==> config.mk <==
export PLATFORM = sky130hd
export DESIGN_NAME = mem_arbiter
export DESIGN_NICKNAME = d
export VERILOG_FILES = /design/src/rtl/cpu_pkg.sv /design/src/rtl/arb_pick.sv /design/src/rtl/mem_arbiter.sv
export SDC_FILE = /design/constraint.sdc
export NUM_CORES = 1
export LEC_CHECK = 0
export BUFFER_PORTS_ARGS = -buffer_cell sky130_fd_sc_hd__buf_2
export CAP_MARGIN = 20
export CORE_AREA = 2 2 200 202
export DETAILED_ROUTE_END_ITERATION = 6
export DIE_AREA = 0 0 202 204
export PLACE_DENSITY_LB_ADDON = 0.05
export SLEW_MARGIN = 40
export SYNTH_ARGS = -nofsm -noshare
export SYNTH_HDL_FRONTEND = slang
export SYNTH_HIERARCHICAL = 1
export SYNTH_SLANG_ARGS = --single-unit
==> constraint.sdc <==
create_clock -name clk -period 4.25 [get_ports clk]
set_input_delay 0.85 -clock clk [delete_from_list [all_inputs] [get_ports clk]]
set_output_delay 0.85 -clock clk [all_outputs]
set_load 0.05 [all_outputs]
==> src/rtl/cpu_pkg.sv <==
// ============================================================================
//  Module   : cpu_pkg
//  Brief    : Shared owner/state types and width constants for the memory arbiter.
//  Revision : 1.0
// ============================================================================
`default_nettype none

package cpu_pkg;

    localparam int RegWidth  = 64;
    localparam int DataWidth = 64;
    localparam int InstWidth = 32;
    localparam int MaskWidth = 8;

    // One-hot grant bit positions produced by arb_pick
    localparam int GntIfu = 0;
    localparam int GntLsu = 1;

    typedef enum logic {
        OWN_IFU = 1'b0,
        OWN_LSU = 1'b1
    } owner_e;

    typedef enum logic [1:0] {
        ST_IDLE = 2'd0,
        ST_REQ  = 2'd1,
        ST_WAIT = 2'd2,
        ST_RESP = 2'd3
    } arb_state_e;

endpackage

`default_nettype wire

==> src/rtl/arb_pick.sv <==
// ============================================================================
//  Module   : arb_pick
//  Brief    : Two-way grant picker. Fixed LSU priority by default; round-robin
//             when ARB_RR_EN is defined.
//  Revision : 1.0
// ============================================================================
`default_nettype none

module arb_pick
    import cpu_pkg::*;
(
    input  logic       req_ifu_i,
    input  logic       req_lsu_i,
    input  owner_e     last_i,
    output logic [1:0] grant_o
);

`ifdef ARB_RR_EN
    always_comb begin
        grant_o = 2'b00;
        if (req_ifu_i && req_lsu_i) begin
            // On contention, favour whoever was not served last
            grant_o[GntLsu] = (last_i == OWN_IFU);
            grant_o[GntIfu] = (last_i == OWN_LSU);
        end else begin
            grant_o[GntLsu] = req_lsu_i;
            grant_o[GntIfu] = req_ifu_i;
        end
    end
`else
    logic w_unused_last;
    assign w_unused_last   = last_i;
    assign grant_o[GntLsu] = req_lsu_i;
    assign grant_o[GntIfu] = req_ifu_i & ~req_lsu_i;
`endif

endmodule

`default_nettype wire

==> src/rtl/mem_arbiter.sv <==
// ============================================================================
//  Module   : mem_arbiter
//  Brief    : Single-outstanding IFU/LSU arbiter onto one memory port.
//             Macro ARB_RR_EN selects round-robin instead of LSU priority.
//  Revision : 1.0
// ============================================================================
`default_nettype none

module mem_arbiter
    import cpu_pkg::*;
#(
    parameter int ADDR_W = RegWidth
) (
    input  logic                 clk,
    input  logic                 rst_n,

    input  logic                 ifu_req_valid_i,
    output logic                 ifu_req_ready_o,
    input  logic [ADDR_W-1:0]    ifu_req_addr_i,
    output logic                 ifu_resp_valid_o,
    input  logic                 ifu_resp_ready_i,
    output logic [InstWidth-1:0] ifu_resp_inst_o,

    input  logic                 lsu_req_valid_i,
    output logic                 lsu_req_ready_o,
    input  logic [ADDR_W-1:0]    lsu_req_addr_i,
    input  logic                 lsu_req_wen_i,
    input  logic [DataWidth-1:0] lsu_req_wdata_i,
    input  logic [MaskWidth-1:0] lsu_req_wmask_i,
    output logic                 lsu_resp_valid_o,
    input  logic                 lsu_resp_ready_i,
    output logic [DataWidth-1:0] lsu_resp_data_o,

    output logic                 mem_req_valid_o,
    input  logic                 mem_req_ready_i,
    output logic [ADDR_W-1:0]    mem_req_addr_o,
    output logic                 mem_req_wen_o,
    output logic [DataWidth-1:0] mem_req_wdata_o,
    output logic [MaskWidth-1:0] mem_req_wmask_o,
    input  logic                 mem_resp_valid_i,
    input  logic [DataWidth-1:0] mem_resp_data_i
);

    arb_state_e           state_q, state_d;
    owner_e               owner_q, owner_d;
    owner_e               last_q,  last_d;
    logic [ADDR_W-1:0]    addr_q,  addr_d;
    logic                 wen_q,   wen_d;
    logic [DataWidth-1:0] wdata_q, wdata_d;
    logic [MaskWidth-1:0] wmask_q, wmask_d;
    logic [DataWidth-1:0] data_q,  data_d;

    logic [1:0] w_grant;
    logic       w_ifu_ready;
    logic       w_lsu_ready;

    arb_pick u_arb_pick (
        .req_ifu_i (ifu_req_valid_i),
        .req_lsu_i (lsu_req_valid_i),
        .last_i    (last_q),
        .grant_o   (w_grant)
    );

    always_ff @(posedge clk or negedge rst_n) begin
        if (!rst_n) begin
            state_q <= ST_IDLE;
            owner_q <= OWN_IFU;
            last_q  <= OWN_IFU;
            addr_q  <= '0;
            wen_q   <= 1'b0;
            wdata_q <= '0;
            wmask_q <= '0;
            data_q  <= '0;
        end else begin
            state_q <= state_d;
            owner_q <= owner_d;
            last_q  <= last_d;
            addr_q  <= addr_d;
            wen_q   <= wen_d;
            wdata_q <= wdata_d;
            wmask_q <= wmask_d;
            data_q  <= data_d;
        end
    end

    always_comb begin
        state_d     = state_q;
        owner_d     = owner_q;
        last_d      = last_q;
        addr_d      = addr_q;
        wen_d       = wen_q;
        wdata_d     = wdata_q;
        wmask_d     = wmask_q;
        data_d      = data_q;
        w_ifu_ready = 1'b0;
        w_lsu_ready = 1'b0;

        case (state_q)
            ST_IDLE: begin
                w_ifu_ready = w_grant[GntIfu];
                w_lsu_ready = w_grant[GntLsu];
                if (lsu_req_valid_i && w_grant[GntLsu]) begin
                    addr_d  = lsu_req_addr_i;
                    wen_d   = lsu_req_wen_i;
                    wdata_d = lsu_req_wdata_i;
                    wmask_d = lsu_req_wmask_i;
                    owner_d = OWN_LSU;
                    last_d  = OWN_LSU;
                    state_d = ST_REQ;
                end else if (ifu_req_valid_i && w_grant[GntIfu]) begin
                    addr_d  = ifu_req_addr_i;
                    wen_d   = 1'b0;
                    wdata_d = '0;
                    wmask_d = '0;
                    owner_d = OWN_IFU;
                    last_d  = OWN_IFU;
                    state_d = ST_REQ;
                end
            end
            ST_REQ: begin
                if (mem_req_ready_i) state_d = ST_WAIT;
            end
            ST_WAIT: begin
                if (mem_resp_valid_i) begin
                    data_d  = mem_resp_data_i;
                    state_d = ST_RESP;
                end
            end
            ST_RESP: begin
                if ((owner_q == OWN_IFU && ifu_resp_ready_i) ||
                    (owner_q == OWN_LSU && lsu_resp_ready_i)) begin
                    state_d = ST_IDLE;
                end
            end
            default: state_d = ST_IDLE;
        endcase
    end

    // Ready is masked by reset so a held-valid requester never sees a grant during reset
    assign ifu_req_ready_o  = w_ifu_ready & rst_n;
    assign lsu_req_ready_o  = w_lsu_ready & rst_n;

    assign mem_req_valid_o  = (state_q == ST_REQ);
    assign mem_req_addr_o   = addr_q;
    assign mem_req_wen_o    = wen_q;
    assign mem_req_wdata_o  = wdata_q;
    assign mem_req_wmask_o  = wmask_q;

    assign ifu_resp_valid_o = (state_q == ST_RESP) && (owner_q == OWN_IFU);
    assign lsu_resp_valid_o = (state_q == ST_RESP) && (owner_q == OWN_LSU);
    assign ifu_resp_inst_o  = addr_q[2] ? data_q[63:32] : data_q[31:0];
    assign lsu_resp_data_o  = wen_q ? '0 : data_q;

endmodule

`default_nettype wire

==> After elaboration in Yosys (flattened, before gate mapping) <==
Index checks and enable logic that the tools add are counted.
{ "word_totals": {"ff_bits": 204, "elab_cells": 49, "inputBits": 273, "out_inout_bits": 238} }
{ "classes": {"bitwise_logic": 5, "mux": 19, "n_reduce_logical": 11, "eq_ne": 7} }
{ "ops": {"columns": ["op", "count"], "rows": [
  ["2-to-1 mux 64 bit", 5],
  ["2-to-1 mux 32 bit", 1],
  ["2-to-1 mux 8 bit", 2],
  ["2-to-1 mux 2 bit", 5],
  ["case mux 2 bit (4 select lines)", 1],
  ["logical AND 1 bit", 5],
  ["2-to-1 mux 1 bit", 5],
  ["== test 2 bit, second input constant", 2],
  ["!= test 2 bit, second input constant", 2],
  ["AND reduction 2 bit", 2],
  ["AND reduction 4 bit", 1],
  ["bitwise AND 1 bit", 3],
  ["!= test 3 bit, second input constant", 1],
  ["== test 2 x 1 -> 1 bit, second input constant", 1],
  ["logical NOT 2 bit", 1],
  ["!= test 2 x 1 -> 1 bit, second input constant", 1],
  ["inverter 1 bit", 2],
  ["nonzero test 2 bit", 1],
  ["logical OR 1 bit", 1]
]} }

==> Depth between registers and ports, before layout <==
{ "logic_depth": {"ltp_word": 6, "mapped_depth": 8, "mapped_depth_nobuf": 5} }

==> By module <==
Netlist, hierarchy kept.
{ "modules_own_cells": {"columns": ["mod", "area_each_um2", "n_inst", "seq_area_each_um2", "cells_each"], "rows": [
  ["mem_arbiter", 8878.5, 1, 5104.9, 708],
  ["arb_pick", 21.3, 1, 0.0, 2]
]} }

==> Worst setup path before layout <==
Ideal clock, no wire load.
{ "synth_timing": {"path_kind": "flip-flop to output port", "start": "register wen_q, in the netlist mem_req_wen_o", "end": "output lsu_resp_data_o[10]", "setup_slack_ns": 1.658, "required_time_ns": 3.400, "n_path_buf": 2, "arrival_ns": 1.742, "path_stages_with_launch": 4, "path_cell_list": "dfrtp_1 clkbuf_1 clkbuf_1 nor2b_1"} }
{ "synth_via": {"elab_chain_cells": 1} }
{ "synth_rtl": {"columns": ["item", "line_no", "rtl"], "rows": [
  ["start, declared", "mem_arbiter.sv:48", "logic wen_q, wen_d;"],
  ["start signal, assigned", "mem_arbiter.sv:79", "wen_q <= wen_d;"],
  ["2-to-1 mux 64 bit", "mem_arbiter.sv:152", "assign lsu_resp_data_o = wen_q ? '0 : data_q;"],
  ["end, declared", "mem_arbiter.sv:32", "output logic [DataWidth-1:0] lsu_resp_data_o,"]
]} }
No other way between the ends.

==> Worst setup path after layout <==
{ "layout_timing": {"start": "register wen_q, in the netlist mem_req_wen_o", "end": "output lsu_resp_data_o[3]"} }
The elaborated chain is that of the path after synthesis.

==> flow_summary.ini <==
[status]
status = finished, final reports clean

[clocking]
root_buffer = clkbuf_16
clkTransAtPathRegs_ns = 0.06
ctsHtreeMaxLevel = 1
post_cts_resized = 0
cts_setup_buffers = 0
insertion_delay_ns = 0.52
hold_buffers = 0
cts_tree = yes
cts_buffer_depth = 3
cts_buffers = 26
numClockSinks = 204

[power_and_ir_drop]
p_leak_nw = 6.82
power_density_nw_per_um2 = 1020
peakVddDrop_mv = 0.373

[floorplanning]
core_area_um2 = 39200
initial_core_util_pct = 22.7
ios = 511
die_w_um = 202
dieArea_um2 = 41200
die_h_um = 204
row_count = 73

[critical_path]
path_max_fanout = 42
path_class = reg2out
cp-end-kind = output pin
worstSetupStartpointType = flop
crit_required_ns = 3.40
cp.arrival_ns = 2.13

[placed_design]
place_hpwl_um = 24100
port_buffers = 510
dp_slack_ns = 1.49
placed_area_um2 = 12000
routabilityCongestion = 0.755

[sta]
final_hold_viol_count = 0
whs_ns = 0.324
tightest_slew_ns = 0.708
fin_crit_sh_pct = 70.2
fin_crit_ns = 2.98
setup_viol = 0
slew_viol_final = 0
finClkSkew_ns = 0.00802
setup_tns_ns = 0
grt_setup_unrepaired = no
relSlewSlack_pct = 52.8
fin_ws_ns = 1.27
max_freq_ghz = 0.335

[synth]
synth_xor_xnor_area_share_pct = 0
muxShareOfSynthArea_pct = 19.6
synth_compound_area_share_pct = 11.1
yosysTopAreaCellShare_pct = 57.4
synth_top_cell_by_area = dfrtp_1
synth_common_cells = dfrtp_1, mux2_2, a22o_1
synthFlopType = dfrtp_1
yosys_warnings = 6
synth_cells = 710
netlist_area_um2 = 8900
synthArstFlopShare_pct = 100
synth.distinct_cells = 24
yosys-top-cells-area = dfrtp_1, mux2_2, mux2i_1
ys_ff_latch = 204
synth-simple-area-share_pct = 8.15
synth-seq-area-share_pct = 57.4
synth_top_family_by_area = multiplexers
syn-num-nets = 987
synth_adder_area_share_pct = 0.562
synth_area_per_cell_um2 = 12.5
synth.most_common_cell = dfrtp_1
synth_edf_count = 0

[routing]
vias_per_cell = 4.15
wirelength_um = 32500
first_iter_violations = 312
drc = 0
drt-wirelength-per-cell_um = 18.7
vias = 7232
drtAntennaViolNets = 0
dr.pass1.iters = 4

[global_route]
grt_first_pass_wirelength_um = 47200
grt_use_total_pct = 15.0
antenna_found_initial = 4
grt_max_degree = 202
gr-total-overflow = 0
grt_pass1_vias = 7394

[run]
drv_cap = 0

[cells_and_area]
nNetsFinal = 1480
fin_area_um2 = 12800
syn_to_final_growth_pct = 43.5
drive_above_1_share_pct = 54.1

[hold_path]
hp-class = in2async
[final timing paths]
kind | endpoint | startpoint | slack, ns | cells past startpoint
setup / recovery | lsu_resp_data_o[3] | mem_req_wen_o$_DFFE_PN0P_ | 1.27 | 3
hold / removal | mem_req_wdata_o[3]$_DFFE_PN0P_ | rst_n | 0.32 | 1
setup reg to reg | mem_req_addr_o[58]$_DFFE_PN0P_ | state_q[0]$_DFFE_PN0P_ | 2.27 | 6
hold reg to reg | mem_req_addr_o[62]$_DFFE_PN0P_ | mem_req_addr_o[62]$_DFFE_PN0P_ | 0.47 | 2
max in group asynchronous | mem_req_addr_o[2]$_DFFE_PN0P_ | rst_n | 2.68 | 2
min in group clk | mem_req_addr_o[62]$_DFFE_PN0P_ | mem_req_addr_o[62]$_DFFE_PN0P_ | 0.47 | 2
[power by group]
group	internal [mW]	switching, mW	total [mW]
sequential	2.84	0.647	3.49
clock	1.19	0.827	2.02
combinational	1.96	5.54	7.49
total	5.99	7.01	13.0
[worst max-delay path: stages (launching register included)]
cell and delay (ns):
dfrtp_2 0.72, buf_4 0.50, nor2b_1 0.14, buf_2 0.24
[kinds of logic after synthesis]
group	count (synthesis)
simple gates	141
compound gates	141
flops	204
buf+inv	58
mux	162
fa+ha+maj	4
[stage by stage]
| stage | utilization [%] | std cells | power, mW |
|---|---|---|---|
| after floorplan | - | 710 | 9.14 |
| after global placement | 30.5 | 1698 | 11.1 |
| after detailed placement | 30.5 | 1699 | 11.1 |
| after CTS | 32.5 | 1739 | 13.2 |
| after global routing | 32.6 | 1742 | 13.7 |
| final | 32.6 | 1742 | 13.0 |
[final cells by class]
cell class              instances  area [um^2]
multi-input cells             448         3540
repair buffers                519         2670
inverters                       4         15.0
flip-flops and latches        204         5110
well taps                     525          657
diodes                          2         5.00
clock buffers                  36          739
fillers                      4131        26400
clock inverters                 4         23.8
[flip-flops by register name, indices dropped and copies added, names as in the netlist]
name	flops
data_q	64
last_q	1
mem_req_addr_o	64
mem_req_wdata_o	64
mem_req_wen_o	1
mem_req_wmask_o	8
state_q	2
[cells in the final DEF (no fill, tap or decap), drive strengths merged]
master / synthesis / routed
nand2b: 1 / 1
and2: 1 / 1
a22o: 73 / 73
a22oi: 2 / 2
nor2: 1 / 1
mux2i: 65 / 65
o21ai: 64 / 64
dfrtp: 204 / 204
and3: 3 / 3
nor2b: 66 / 66
buf: 40 / 518
a32oi: 1 / 1
a21o: 1 / 1
nand2: 68 / 68
clkbuf: 14 / 37
ha: 4 / 4
nand3: 1 / 1
diode: 0 / 2
mux2: 97 / 97
inv: 4 / 4
clkinv: 0 / 4
[per-layer routing]
metal | vias up | track usage [%] | share of wire [%]
met3 | 42 | 4.37 | 7.3
met2 | 271 | 25.7 | 49
li1 | 3489 | - | -
met5 | - | 0 | 0.055
met1 | 3426 | 18.5 | 41
met4 | 4 | 3.49 | 2.0
No activity file was read; power rests on OpenSTA's default activity.
